### config.mk
export PLATFORM = sky130hd
export DESIGN_NAME = pipe_hazard_ctrl
export DESIGN_NICKNAME = d
export VERILOG_FILES = /design/src/rtl/pipe_hazard_pkg.sv /design/src/rtl/pipe_hazard_ctrl_md.sv /design/src/rtl/pipe_hazard_ctrl.sv
export SDC_FILE = /design/constraint.sdc
export NUM_CORES = 1
export LEC_CHECK = 0
export CAP_MARGIN = 15
export CORE_ASPECT_RATIO = 1.25
export CORE_MARGIN = 10
export CORE_UTILIZATION = 53
export CTS_CLUSTER_DIAMETER = 150
export DETAILED_ROUTE_END_ITERATION = 8
export MAX_ROUTING_LAYER = met4
export PLACE_DENSITY = 0.87
export SYNTH_ARGS = -nofsm -noshare
export SYNTH_HDL_FRONTEND = slang
export SYNTH_SLANG_ARGS = --single-unit
### constraint.sdc
create_clock -name clk -period 3.03 [get_ports clk]
set_clock_uncertainty 0.1 [all_clocks]
set_input_delay 0.7575 -clock clk [delete_from_list [all_inputs] [get_ports clk]]
set_output_delay 0.7575 -clock clk [all_outputs]
set_load 0.01 [all_outputs]
### src/rtl/pipe_hazard_pkg.sv
// Shared encodings for the MIPS pipeline hazard controller:
// Tuse/Tnew constants and the forwarding-select values.
package pipe_hazard_pkg;

    localparam logic [1:0] TUSE_NONE = 2'd3;

    localparam logic [1:0] FWD_D_GRF = 2'd0;
    localparam logic [1:0] FWD_D_E   = 2'd1;
    localparam logic [1:0] FWD_D_M   = 2'd2;
    localparam logic [1:0] FWD_D_W   = 2'd3;

    localparam logic [1:0] FWD_E_REG = 2'd0;
    localparam logic [1:0] FWD_E_M   = 2'd1;
    localparam logic [1:0] FWD_E_W   = 2'd2;

    localparam logic [1:0] TNEW_LINK = 2'd0;
    localparam logic [1:0] TNEW_ALU  = 2'd1;
    localparam logic [1:0] TNEW_LOAD = 2'd2;

endpackage

### src/rtl/pipe_hazard_ctrl_md.sv
// Busy-window sequencer for the multi-cycle mult/div unit: busy from the cycle the
// op sits in E for exactly MULT_CYCLES or DIV_CYCLES cycles.
module md_busy_tracker
    import pipe_hazard_pkg::*;
#(
    parameter int MULT_CYCLES = 5,
    parameter int DIV_CYCLES  = 10
) (
    input  logic clk,
    input  logic rst,
    input  logic e_md_start,
    input  logic e_md_div,
    output logic md_busy
);

    localparam logic [3:0] MULT_LOAD = 4'(MULT_CYCLES - 1);
    localparam logic [3:0] DIV_LOAD  = 4'(DIV_CYCLES - 1);

    logic [3:0] md_cnt;

    function automatic logic [3:0] sat_dec4(input logic [3:0] x);
        return (x == 4'd0) ? 4'd0 : x - 4'd1;
    endfunction

    always_ff @(posedge clk) begin
        if (rst) begin
            md_cnt <= 4'd0;
        end else if (e_md_start) begin
            md_cnt <= e_md_div ? DIV_LOAD : MULT_LOAD;
        end else begin
            md_cnt <= sat_dec4(md_cnt);
        end
    end

    // The E-stage cycle itself is the first busy cycle; md_cnt covers the remainder.
    assign md_busy = e_md_start | (md_cnt != 4'd0);

endmodule

### src/rtl/pipe_hazard_ctrl.sv
// Stall/forwarding controller for the 5-stage MIPS pipeline. Tracks E/M/W destination
// and Tnew, compares against the D-stage Tuse, and drives PC/F-D enables and D/E flush.
module pipe_hazard_ctrl
    import pipe_hazard_pkg::*;
#(
    parameter int MULT_CYCLES = 5,
    parameter int DIV_CYCLES  = 10,
    parameter int REG_AW      = 5
) (
    input  logic              clk,
    input  logic              rst,
    input  logic [REG_AW-1:0] d_rs_addr,
    input  logic [REG_AW-1:0] d_rt_addr,
    input  logic [1:0]        d_rs_tuse,
    input  logic [1:0]        d_rt_tuse,
    input  logic [REG_AW-1:0] d_wr_addr,
    input  logic [1:0]        d_tnew,
    input  logic              d_md_start,
    input  logic              d_md_div,
    input  logic              d_md_use,
    output logic              pc_en,
    output logic              fd_en,
    output logic              de_flush,
    output logic [1:0]        fwd_rs_d,
    output logic [1:0]        fwd_rt_d,
    output logic [1:0]        fwd_rs_e,
    output logic [1:0]        fwd_rt_e,
    output logic              fwd_rt_m,
    output logic              md_busy
);

    logic [REG_AW-1:0] rs_p0, rt_p0, wa_p0;
    logic [1:0]        tnew_p0;
    logic              md_start_p0, md_div_p0;
    logic [REG_AW-1:0] rt_p1, wa_p1;
    logic [1:0]        tnew_p1;
    logic [REG_AW-1:0] wa_p2;

    logic rs_stall, rt_stall, md_stall, stall;

    function automatic logic [1:0] sat_dec2(input logic [1:0] x);
        return (x == 2'd0) ? 2'd0 : x - 2'd1;
    endfunction

    // Returns {stall, fwd_select} for one D-stage source; only the nearest writer counts.
    function automatic logic [2:0] resolve_d(
        input logic [REG_AW-1:0] src,
        input logic [1:0]        tuse,
        input logic [REG_AW-1:0] wa_e,
        input logic [1:0]        tnew_e,
        input logic [REG_AW-1:0] wa_m,
        input logic [1:0]        tnew_m,
        input logic [REG_AW-1:0] wa_w
    );
        logic       st;
        logic [1:0] fw;
        st = 1'b0;
        fw = FWD_D_GRF;
        if (src != '0 && tuse != TUSE_NONE) begin
            if (src == wa_e) begin
                st = (tnew_e > tuse);
                fw = (tnew_e == TNEW_LINK) ? FWD_D_E : FWD_D_GRF;
            end else if (src == wa_m) begin
                st = (tnew_m > tuse);
                fw = (tnew_m == TNEW_LINK) ? FWD_D_M : FWD_D_GRF;
            end else if (src == wa_w) begin
                fw = FWD_D_W;
            end
        end
        return {st, fw};
    endfunction

    function automatic logic [1:0] resolve_e(
        input logic [REG_AW-1:0] src,
        input logic [REG_AW-1:0] wa_m,
        input logic [1:0]        tnew_m,
        input logic [REG_AW-1:0] wa_w
    );
        if (src != '0 && src == wa_m && tnew_m == TNEW_LINK) return FWD_E_M;
        if (src != '0 && src == wa_w) return FWD_E_W;
        return FWD_E_REG;
    endfunction

    // D -> E boundary: load the D fields, or a bubble while stalled
    always_ff @(posedge clk) begin
        if (rst) begin
            rs_p0       <= '0;
            rt_p0       <= '0;
            wa_p0       <= '0;
            tnew_p0     <= 2'd0;
            md_start_p0 <= 1'b0;
            md_div_p0   <= 1'b0;
        end else if (stall) begin
            rs_p0       <= '0;
            rt_p0       <= '0;
            wa_p0       <= '0;
            tnew_p0     <= 2'd0;
            md_start_p0 <= 1'b0;
            md_div_p0   <= 1'b0;
        end else begin
            rs_p0       <= d_rs_addr;
            rt_p0       <= d_rt_addr;
            wa_p0       <= d_wr_addr;
            tnew_p0     <= d_tnew;
            md_start_p0 <= d_md_start;
            md_div_p0   <= d_md_div;
        end
    end

    // E -> M -> W boundaries: advance every cycle, Tnew counting down to zero
    always_ff @(posedge clk) begin
        if (rst) begin
            rt_p1   <= '0;
            wa_p1   <= '0;
            tnew_p1 <= 2'd0;
            wa_p2   <= '0;
        end else begin
            rt_p1   <= rt_p0;
            wa_p1   <= wa_p0;
            tnew_p1 <= sat_dec2(tnew_p0);
            wa_p2   <= wa_p1;
        end
    end

    md_busy_tracker #(
        .MULT_CYCLES(MULT_CYCLES),
        .DIV_CYCLES (DIV_CYCLES)
    ) u_md (
        .clk       (clk),
        .rst       (rst),
        .e_md_start(md_start_p0),
        .e_md_div  (md_div_p0),
        .md_busy   (md_busy)
    );

    assign {rs_stall, fwd_rs_d} = resolve_d(d_rs_addr, d_rs_tuse, wa_p0, tnew_p0,
                                            wa_p1, tnew_p1, wa_p2);
    assign {rt_stall, fwd_rt_d} = resolve_d(d_rt_addr, d_rt_tuse, wa_p0, tnew_p0,
                                            wa_p1, tnew_p1, wa_p2);

    assign md_stall = (d_md_use | d_md_start) & md_busy;
    assign stall    = rs_stall | rt_stall | md_stall;
    assign pc_en    = ~stall;
    assign fd_en    = ~stall;
    assign de_flush = stall;

    assign fwd_rs_e = resolve_e(rs_p0, wa_p1, tnew_p1, wa_p2);
    assign fwd_rt_e = resolve_e(rt_p0, wa_p1, tnew_p1, wa_p2);
    assign fwd_rt_m = (rt_p1 != '0) && (rt_p1 == wa_p2);

endmodule

# == Word-level counts from Yosys, hierarchy flattened ==
# Cells that the tools add are included.
# totals
reg_bits,40
latch_bits,0
mem_bits_rw,0
romBits,0
in_bits,26
out_inout_bits,13
wordCells,89
n_memories,0
# classes
add_sub_neg,2
multipliers,0
div,0
order_cmp,4
n_eq_ne,13
shifts,0
mux,33
n_bitwise,6
n_reduce_logical,20
# op_table
cell,n
$eq 5x5->1,11
$mux 2,17
$reduce_bool 5->1,5
$mux 1,13
$mux 4,3
$logic_and 1x1->1,9
$gt 2x2->1,4
$logic_not 2->1,2
$logic_not 4->1,1
$ne 2x2->1 const B,2
$or 1x1->1,4
$reduce_bool 4->1,1
$reduce_or 2->1,2
$sub 4x1->4 const B,1
$sub 2x1->2 const B,1
$and 1x1->1,1
$not 1->1,1

# == Depth between registers and ports, before layout ==
# Gate-level depths: netlist of run 1.
# logic_depth
depth_word,7
depth_mapped,9
mapped_depth_nobuf,7

# == Modules after synthesis ==
# Synthesis of run 1 repeated with hierarchy kept, for this count alone.
# hier_totals
hier_cells,267
hier_area_um2,2386.0
# by_module_without_submodules
module,n_inst,cells_per_inst,area_per_inst_um2,seq_area_each_um2
pipe_hazard_ctrl,1,247,2207.1,720.7
md_busy_tracker,1,20,178.9,80.1

# == Least setup slack after synthesis of run 1 ==
# No wires, ideal clock.
# synth_path
path_kind,input -> output
from,input port d_rt_addr[1]
to,output port pc_en
t_arrival_ns,2.261
required_time_ns,2.173
slack_ns,-0.088
cell_stages,7
n_path_buf,2
path_cell_list,or4_1 -> o21ai_2 -> a31o_2 -> o32ai_2 -> buf_4 -> nor3b_2 -> buf_4
# synth_via
elab_chain_cells,7
elab_cells_between_ends,10
classes_between,eq/ne: 2; mux: 3; bitwise: 3; reduce/logical: 2
# synth_rtl
element,line_no,text
"start, declared",pipe_hazard_ctrl.sv:13,"input logic [REG_AW-1:0] d_rt_addr,"
$eq 5x5->1,pipe_hazard_ctrl.sv:63,end else if (src == wa_m) begin
$mux 1,pipe_hazard_ctrl.sv:63,
$mux 1,pipe_hazard_ctrl.sv:60,if (src == wa_e) begin
$mux 1 *,pipe_hazard_ctrl.sv:59,if (src != '0 && tuse != TUSE_NONE) begin
$or 1x1->1 * (2 in a row),pipe_hazard_ctrl.sv:142,assign stall = rs_stall | rt_stall | md_stall;
$not 1->1 *,n/a,
"end, declared",pipe_hazard_ctrl.sv:21,"output logic pc_en,"
# Every way passes the cells marked *; elsewhere a longest branch is shown, timed or not.

# == Worst setup path in the final report of run 1 ==
# layout_path
from,input port d_rt_addr[2]
to,output port de_flush
# layout_via
elab_chain_cells,6
elab_cells_between_ends,9
classes_between,eq/ne: 2; mux: 3; bitwise: 2; reduce/logical: 2
# layout_rtl
element,line_no,text
$eq 5x5->1,pipe_hazard_ctrl.sv:63,
$mux 1,pipe_hazard_ctrl.sv:63,
$mux 1,pipe_hazard_ctrl.sv:60,
$mux 1 *,pipe_hazard_ctrl.sv:59,
$or 1x1->1 * (2 in a row),pipe_hazard_ctrl.sv:142,
"end, declared",pipe_hazard_ctrl.sv:23,"output logic de_flush,"
# Marked as above.

==> summary.md, run 1 <==
| Metric | Value |
|---|---|
| Outcome | `finished with violations` |
| Failing checks | `setup timing` |
| Net Switching | `947 uW` |
| Longest Clk Path Bufs | `2` |
| Sw Ratio | `between 30% and 40%` |
| Critical path's slowest cell | `or4_4` |
| Hold path start | `tnew_p0[0]` |
| Clk slew on worst S/H paths | `0.08 ns` |
| Crit path capture type | `output pin` |
| Final GP Congestion | `0.920` |
| CP required | `about 2.2 ns` |
| Slew HR | `between 70% and 80%` |
| CP startpoint kind | `input port` |
| Die width | `80.2 microns` |
| Share of cells above drive strength 1 | `around 38%` |
| Initial core utilization | `a little over half` |
| First-pass GRT wire length | `12700 microns` |
| DRC viols | `0` |
| Final hold slack | `around 0.33 ns` |
| Area delta synth->final | `47.6%` |
| Starting DRC count in detailed routing | `about 300` |
| Layout Cell Area excl Fill | `3540 sq um` |
| Critical path's top delay family | `simple AND/OR/NAND/NOR gates` |
| CTS root buf | `clkbuf_8` |
| Mux contribution to synthesized area | `less than 1%` |
| Nets@finish | `389` |
| FILL cells | `around 240` |
| Yosys warns | `0` |
| XOR/XNOR Fraction of Synth Area | `19.0%` |
| Detailed Place HPWL | `between 5000 and 6000 microns` |
| Yosys top cell area share | `between 30% and 40%` |
| First-pass iteration count of the detailed router | `4` |
| Worst-path cell chain | `buf_6 > or4_4 > o21ai_4 > a31o_4 > o32ai_4 > or3b_1 > buf_2` |
| Worst r2r src | `tnew_p1[1]` |
| Largest family of logic cells by synthesized area | `simple AND/OR/NAND/NOR gates` |
| I/O pin cnt | `39` |
| H-Tree Depth | `2` |
| Final Worst Setup Slack | `-0.184 ns` |
| Crit path buf inv count | `2` |
| Clock power share | `a little under a fifth` |
| WP data arrival | `2.36 ns` |
| CP max stage delay | `roughly 0.54 ns` |
| Routed wire length | `between 9000 and 10000 microns` |
| Synth Area in Compound Gates | `about 8.4%` |
| Distinct cells, synth | `40` |
| Mapped Area | `around 2400 sq um` |
| Max Freq | `roughly 0.31 GHz` |
| Final period util | `106%` |
| Largest net degree at the start of global routing | `36` |
| Die H | `approximately 95 microns` |
| Core area | `~4400 sq um` |
| CTS Hold Bufs | `0` |
| Crit-path max FO | `4` |
| Comb power frac | `around half` |
| Primary FF master, synth | `dfxtp_1` |
| Post-synth EDFFs | `0` |
| CP Class | `input port to output pin` |
| Die ar. | `7640 sq um` |
| Fin. max-slew vios | `0` |
| Syn Area/Cell | `8.76 sq um` |
| CTS tree | `yes` |
| Class of the worst hold path | `flip-flop to flip-flop` |
| Synthesis-stage register bit count | `40` |
| Worst-Skew Late Latency | `around 0.3 ns` |
| RSZ-0062 raised after global routing | `true` |
| Slew @ Worst Pin | `~0.41 ns` |
| ANT cells | `0` |
| Num rows | `27` |
| Post-synthesis cell type with the largest combined area | `dfxtp_1` |
| Async set or reset register ratio after synthesis | `0%` |
| Ranking of synthesized cells by area | `dfxtp_1, xnor2_1, nor3_1` |
| Final min period | `3.21 ns` |
| Initial antenna violation count | `0` |
| Post-synthesis adder-cell area fraction | `5.73%` |
| Placed instance area | `3030 sq um` |
| PwrDens | `a little under 700 nW/um^2` |
| Worst slack at placement | `-0.999 ns` |
| Top-count cell post-synth | `dfxtp_1` |
| CTS buffer count | `5` |
| DR WL/cell | `between 20 and 25 microns` |
| Vias/cell | `about 6.3` |
| Synth cell count leaders | `dfxtp_1, xnor2_1, nor3_1` |
| IO buf count | `38` |
| Vias in the first global route | `between 2000 and 3000` |
| Sequential share of power | `32.2%` |
| Sequential fraction of the synthesis area | `33.4%` |
| Max Cap Violations | `0` |
| Total grt overflow | `0` |
| Endpoints failing hold | `0` |
| Peak VDD IR | `slightly below 0.8 mV` |
| Gate Count Post-Synth | `~270` |
| Pleak | `around 1.4 nW` |
| DR vias | `2591` |
| Syn Nets | `roughly 310` |
| Power Total | `between 2 and 2.5 mW` |
| Crit path launch | `d_rt_addr[2]` |
| Antenna Violating Nets Remaining | `0` |
| Synth Area in Simple Gates | `a little over a quarter` |
| P_int | `between 1 and 1.5 mW` |
| CTS sink cnt | `40` |
| All-layer global routing usage | `a little over a fifth` |
| Final Setup Violations | `6` |
-- layout make-up --
type / instances / area [sq um] / area share (%)
repair buffers: 92 / 756 / 21.3
clock inverters: 3 / 46.3 / 1.31
flip-flops and latches: 40 / 807 / 22.8
well taps: 58 / 72.6 / 2.05
inverters: 11 / 41.3 / 1.17
clock buffers: 5 / 68.8 / 1.94
multi-input cells: 202 / 1750 / 49.4
-- sequential cells by signal (all words and copies together), names as in the netlist --
register / cells
md_div_p0: 1
md_start_p0: 1
rs_p0: 5
rt_p0: 5
rt_p1: 5
tnew_p0: 2
tnew_p1: 2
u_md.md_cnt: 4
wa_p0: 5
wa_p1: 5
wa_p2: 5
-- worst reg2reg max path: stages, from the launching register on --
cell,delay [ns]
dfxtp_1,0.52
ha_4,0.26
buf_4,0.13
a2bb2oi_2,0.15
nand3_2,0.11
o32ai_4,0.36
buf_6,0.16
buf_4,0.10
buf_4,0.16
nor3_1,0.09
-- kinds of logic (layout without fill, tap and decap cells) --
logic type,count (synthesis),count (layout)
fa+ha+maj,11,11
mux,2,2
buf+inv,32,111
xor+xnor,52,52
flops,40,40
simple gates,110,110
compound gates,27,27
-- metrics by stage --
stage          util [%]  cells  setup TNS [ns]
3_5_place_dp       68.9    385           -5.99
5_1_grt            80.7    411           -1.12
4_1_cts            75.9    400          -0.490
6_report           80.7    411          -0.695
3_3_place_gp       68.9    385           -5.38
2_1_floorplan         -    274         -0.0477
-- path summary, 6_finish.rpt --
kind	end	slack, ns	cells after the start
worst max-delay path	de_flush	-0.18	7
worst min-delay path	tnew_p1[0]	0.33	1
worst max register to register	rt_p0[2]	0.79	9
worst min register to register	tnew_p1[0]	0.33	1
-- power groups by stage --
stage	Combinational, mW	Clock, mW	Sequential (mW)
finish	1.17	0.454	0.773
global route	1.25	0.472	0.781
CTS	1.01	0.449	0.738
detailed placement	0.966	0	0.747
global placement	0.933	0	0.741
floorplan	0.625	0	0.706
-- layout by cell type, fill, tap and decap left out, drive strengths merged, types with 2 or more instances in the layout --
| master | count |
|---|---|
| nand2 | 7 |
| nor2 | 10 |
| a211o | 2 |
| nand3 | 9 |
| or4 | 2 |
| clkbuf | 6 |
| ha | 11 |
| dfxtp | 40 |
| mux2i | 2 |
| xnor2 | 36 |
| a211oi | 3 |
| a2bb2oi | 2 |
| a31oi | 2 |
| nand3b | 20 |
| o21ai | 4 |
| o22ai | 3 |
| buf | 69 |
| nor4 | 3 |
| inv | 12 |
| a21oi | 7 |
| clkdlybuf4s50 | 17 |
| nor2b | 16 |
| nand4 | 3 |
| dlygate4sd2 | 4 |
| xor2 | 16 |
| nor3 | 35 |
-- metal layers --
layer	share of wire (%)	vias up	GRT usage [%]
met3	6.4	66	5.37
met4	6.1	0	17.1
met5	0	-	-
met2	51	180	37.8
li1	-	1099	-
met1	37	1246	20.3
-- what timing repair did --
action,4_1_cts,5_1_grt
gates resized for setup,101,32
setup endpoints to repair,9,9
pin swaps,20,19
setup buffers,7,11
No activity file was read; power rests on OpenSTA's default activity.
==> run 2, diff against run 1 <==
--- a/config.mk
+++ b/config.mk
@@ -13,6 +13,7 @@
 export DETAILED_ROUTE_END_ITERATION = 8
 export MAX_ROUTING_LAYER = met4
 export PLACE_DENSITY = 0.87
+export REMOVE_ABC_BUFFERS = 1
 export SYNTH_ARGS = -nofsm -noshare
 export SYNTH_HDL_FRONTEND = slang
 export SYNTH_SLANG_ARGS = --single-unit
==> run 2 against run 1 <==
  * The run still ends with setup timing left
  * Wire length decreased by 5.8%
  * Register-to-register slack gained 0.11 ns
  * Flip-flop and latch count did not move
  * Die area stayed put
  * Via count fell by 6.4%
  * Critical path depth unchanged
  * Core utilization grew 0.57 points
  * Largest power group unchanged
  * Critical endpoint unchanged
  * Cell count down 0.97%
==> summary.md, run 2 (synthesis gave the netlist of run 1 again) <==
| Metric | Value |
|---|---|
| CTS Hold Bufs | `0 (unchanged)` |
| Die ar. | `7640 sq um (unchanged)` |
| DRC viols | `0 (unchanged)` |
| CTS root buf | `clkbuf_8` |
| Fin util | `81.3% (+0.57 points)` |
| Setup TNS | `-0.546 ns (+0.148 ns)` |
| CTS tree | `yes` |
| Max Cap Violations | `0 (unchanged)` |
| Routed wire length | `8770 microns (-5.8%)` |
| Placed instance area | `3040 sq um (+0.29%)` |
| Class of the worst hold path | `flip-flop to flip-flop` |
| Pleak | `1.43 nW (-1.1%)` |
| Final hold slack | `0.323 ns (-0.00567 ns)` |
| Cell mode on critical path | `buf_6` |
| I/O pin cnt | `39 (unchanged)` |
| Final Setup Violations | `6 (unchanged)` |
| DP Cell Count | `387 (+0.52%)` |
| Slew HR | `72.8% (+0.31 points)` |
| Final Worst Setup Slack | `-0.198 ns (-0.0144 ns)` |
| ANT cells | `0 (unchanged)` |
| Endpoints failing hold | `0 (unchanged)` |
| Largest net degree at the start of global routing | `23 (-36%)` |
| Num rows | `27 (unchanged)` |
| Critical path's top delay family | `simple AND/OR/NAND/NOR gates` |
| DR vias | `2424 (-6.4%)` |
| H-Tree Depth | `2 (unchanged)` |
| Total grt overflow | `0 (unchanged)` |
| Worst-Skew Late Latency | `0.32 ns (+0.02 ns)` |
| IO buf count | `38 (unchanged)` |
| Vias/cell | `5.96 (-5.5%)` |
| CP startpoint kind | `input port` |
| Slew @ Worst Pin | `0.406 ns (-0.00536 ns)` |
| Starting DRC count in detailed routing | `165 (-46%)` |
| Failing checks | `setup timing` |
| Area delta synth->final | `48.6%` |
| Vias in the first global route | `2445 (-7.4%)` |
| Final min period | `3.23 ns (+0.0144 ns)` |
| Die width | `80.2 microns (unchanged)` |
| Antenna Violating Nets Remaining | `0 (unchanged)` |
| WP data arrival | `2.37 ns (about the same)` |
| Layout Cell Area excl Fill | `3570 sq um (+0.71%)` |
| Crit path buf inv count | `2 (unchanged)` |
| Share of cells above drive strength 1 | `37.2% (-0.43 points)` |
| Nets@finish | `385 (-1.0%)` |
| Critical path's slowest cell | `or4_4` |
| Crit path capture type | `output pin` |
| Final period util | `107% (+0.47 points)` |
| Worst-path cell chain | `buf_6 > or4_4 > o21ai_4 > a31o_4 > o32ai_4 > or3b_4 > buf_6` |
| Most frequent cells in the layout | `buf_4, dfxtp_1, xnor2_1` |
| Initial core utilization | `54.7% (unchanged)` |
| Fin. max-slew vios | `0 (unchanged)` |
| CP required | `2.17 ns (about the same)` |
| Most common cell after layout, fill and taps aside | `buf_4` |
| CTS buffer count | `5 (unchanged)` |
| Die H | `95.3 microns (unchanged)` |
| CP max stage delay | `0.55 ns (about the same)` |
| CP Class | `input port to output pin` |
| Layout Cells excl Fill | `407 (-0.97%)` |
| Detailed Place HPWL | `5040 microns (about the same)` |
| PwrDens | `647 nW/um^2 (-4.4%)` |
| All-layer global routing usage | `20.9% (-1.0 points)` |
| Initial antenna violation count | `0 (unchanged)` |
| CTS sink cnt | `40 (unchanged)` |
| DR WL/cell | `21.5 microns (-4.9%)` |
| Power Total | `2.31 mW (-3.8%)` |
| Longest Clk Path Bufs | `2 (unchanged)` |
| Peak VDD IR | `0.545 mV (-30%)` |
| Worst slack at placement | `-0.957 ns (+0.0429 ns)` |
| Core area | `4390 sq um (unchanged)` |
| Final GP Congestion | `0.930 (+1.1%)` |
| Clk slew on worst S/H paths | `0.09 ns (about the same)` |
| Outcome | `finished with violations` |
| RSZ-0062 raised after global routing | `true` |
| Crit-path max FO | `3 (-1)` |
| First-pass iteration count of the detailed router | `4 (unchanged)` |
| First-pass GRT wire length | `12000 microns (-5.5%)` |
| Max Freq | `0.310 GHz (-0.44%)` |
## run 2: changes by cell type in the layout (fill, tap and decap cells not counted), moves of 4 or more
cell and change:
buf_4 -7, buf_6 +6, xor2_1 -5, xnor2_1 +4, xnor2_2 -4, xor2_2 +4
## run 2: worst paths after layout
kind                startpoint          to  slack, ns  depth (start not counted)
setup / recovery  d_rt_addr[2]    de_flush      -0.20                          7
hold / removal      tnew_p0[0]  tnew_p1[0]       0.32                          1
hold reg to reg     tnew_p0[0]  tnew_p1[0]       0.32                          1
setup reg to reg    tnew_p1[1]    rt_p0[0]       0.90                          7
## run 2: repair_timing
action / CTS / global route
pin swaps: 24 / 24
setup endpoints to repair: 7 / 8
setup buffers: 7 / 7
resized for setup: 104 / 46
## run 2: layer usage
metal,vias to the layer above,track usage (%),part of all wire (%)
met5,-,-,0
met1,1166,19.6,35
li1,1077,-,-
met3,56,4.43,6.2
met4,0,13.2,7.3
met2,125,37.5,51
## run 2: final cells by class
class	instances	area (sq um)
fillers	241	823
multi-input cells	202	1780
flip-flops and latches	40	803
well taps	58	72.6
inverters	11	41.3
repair buffers	88	774
clock buffers	6	82.6
clock inverters	2	15.0
## run 2: power breakdown
group | internal (mW) | switching, mW | total, mW
sequential | 0.629 | 0.130 | 0.759
combinational | 0.578 | 0.572 | 1.15
clock | 0.184 | 0.213 | 0.397
## run 2: worst register-to-register path, stage by stage, from the launching register on
cell and delay, ns:
dfxtp_1 0.48, ha_4 0.25, buf_4 0.13, a2bb2oi_2 0.17, nand3_2 0.14, o32ai_4 0.36, buf_4 0.29, nor3_1 0.10
==> run 3, diff against run 2 <==
--- a/config.mk
+++ b/config.mk
@@ -11,9 +11,11 @@
 export CORE_UTILIZATION = 53
 export CTS_CLUSTER_DIAMETER = 150
 export DETAILED_ROUTE_END_ITERATION = 8
+export HOLD_SLACK_MARGIN = 0.08
 export MAX_ROUTING_LAYER = met4
 export PLACE_DENSITY = 0.87
 export REMOVE_ABC_BUFFERS = 1
+export SLEW_MARGIN = 20
 export SYNTH_ARGS = -nofsm -noshare
 export SYNTH_HDL_FRONTEND = slang
 export SYNTH_SLANG_ARGS = --single-unit
==> results of run 3 <==
Same layout as run 2: the final DEF is identical, and so are final timing and power.
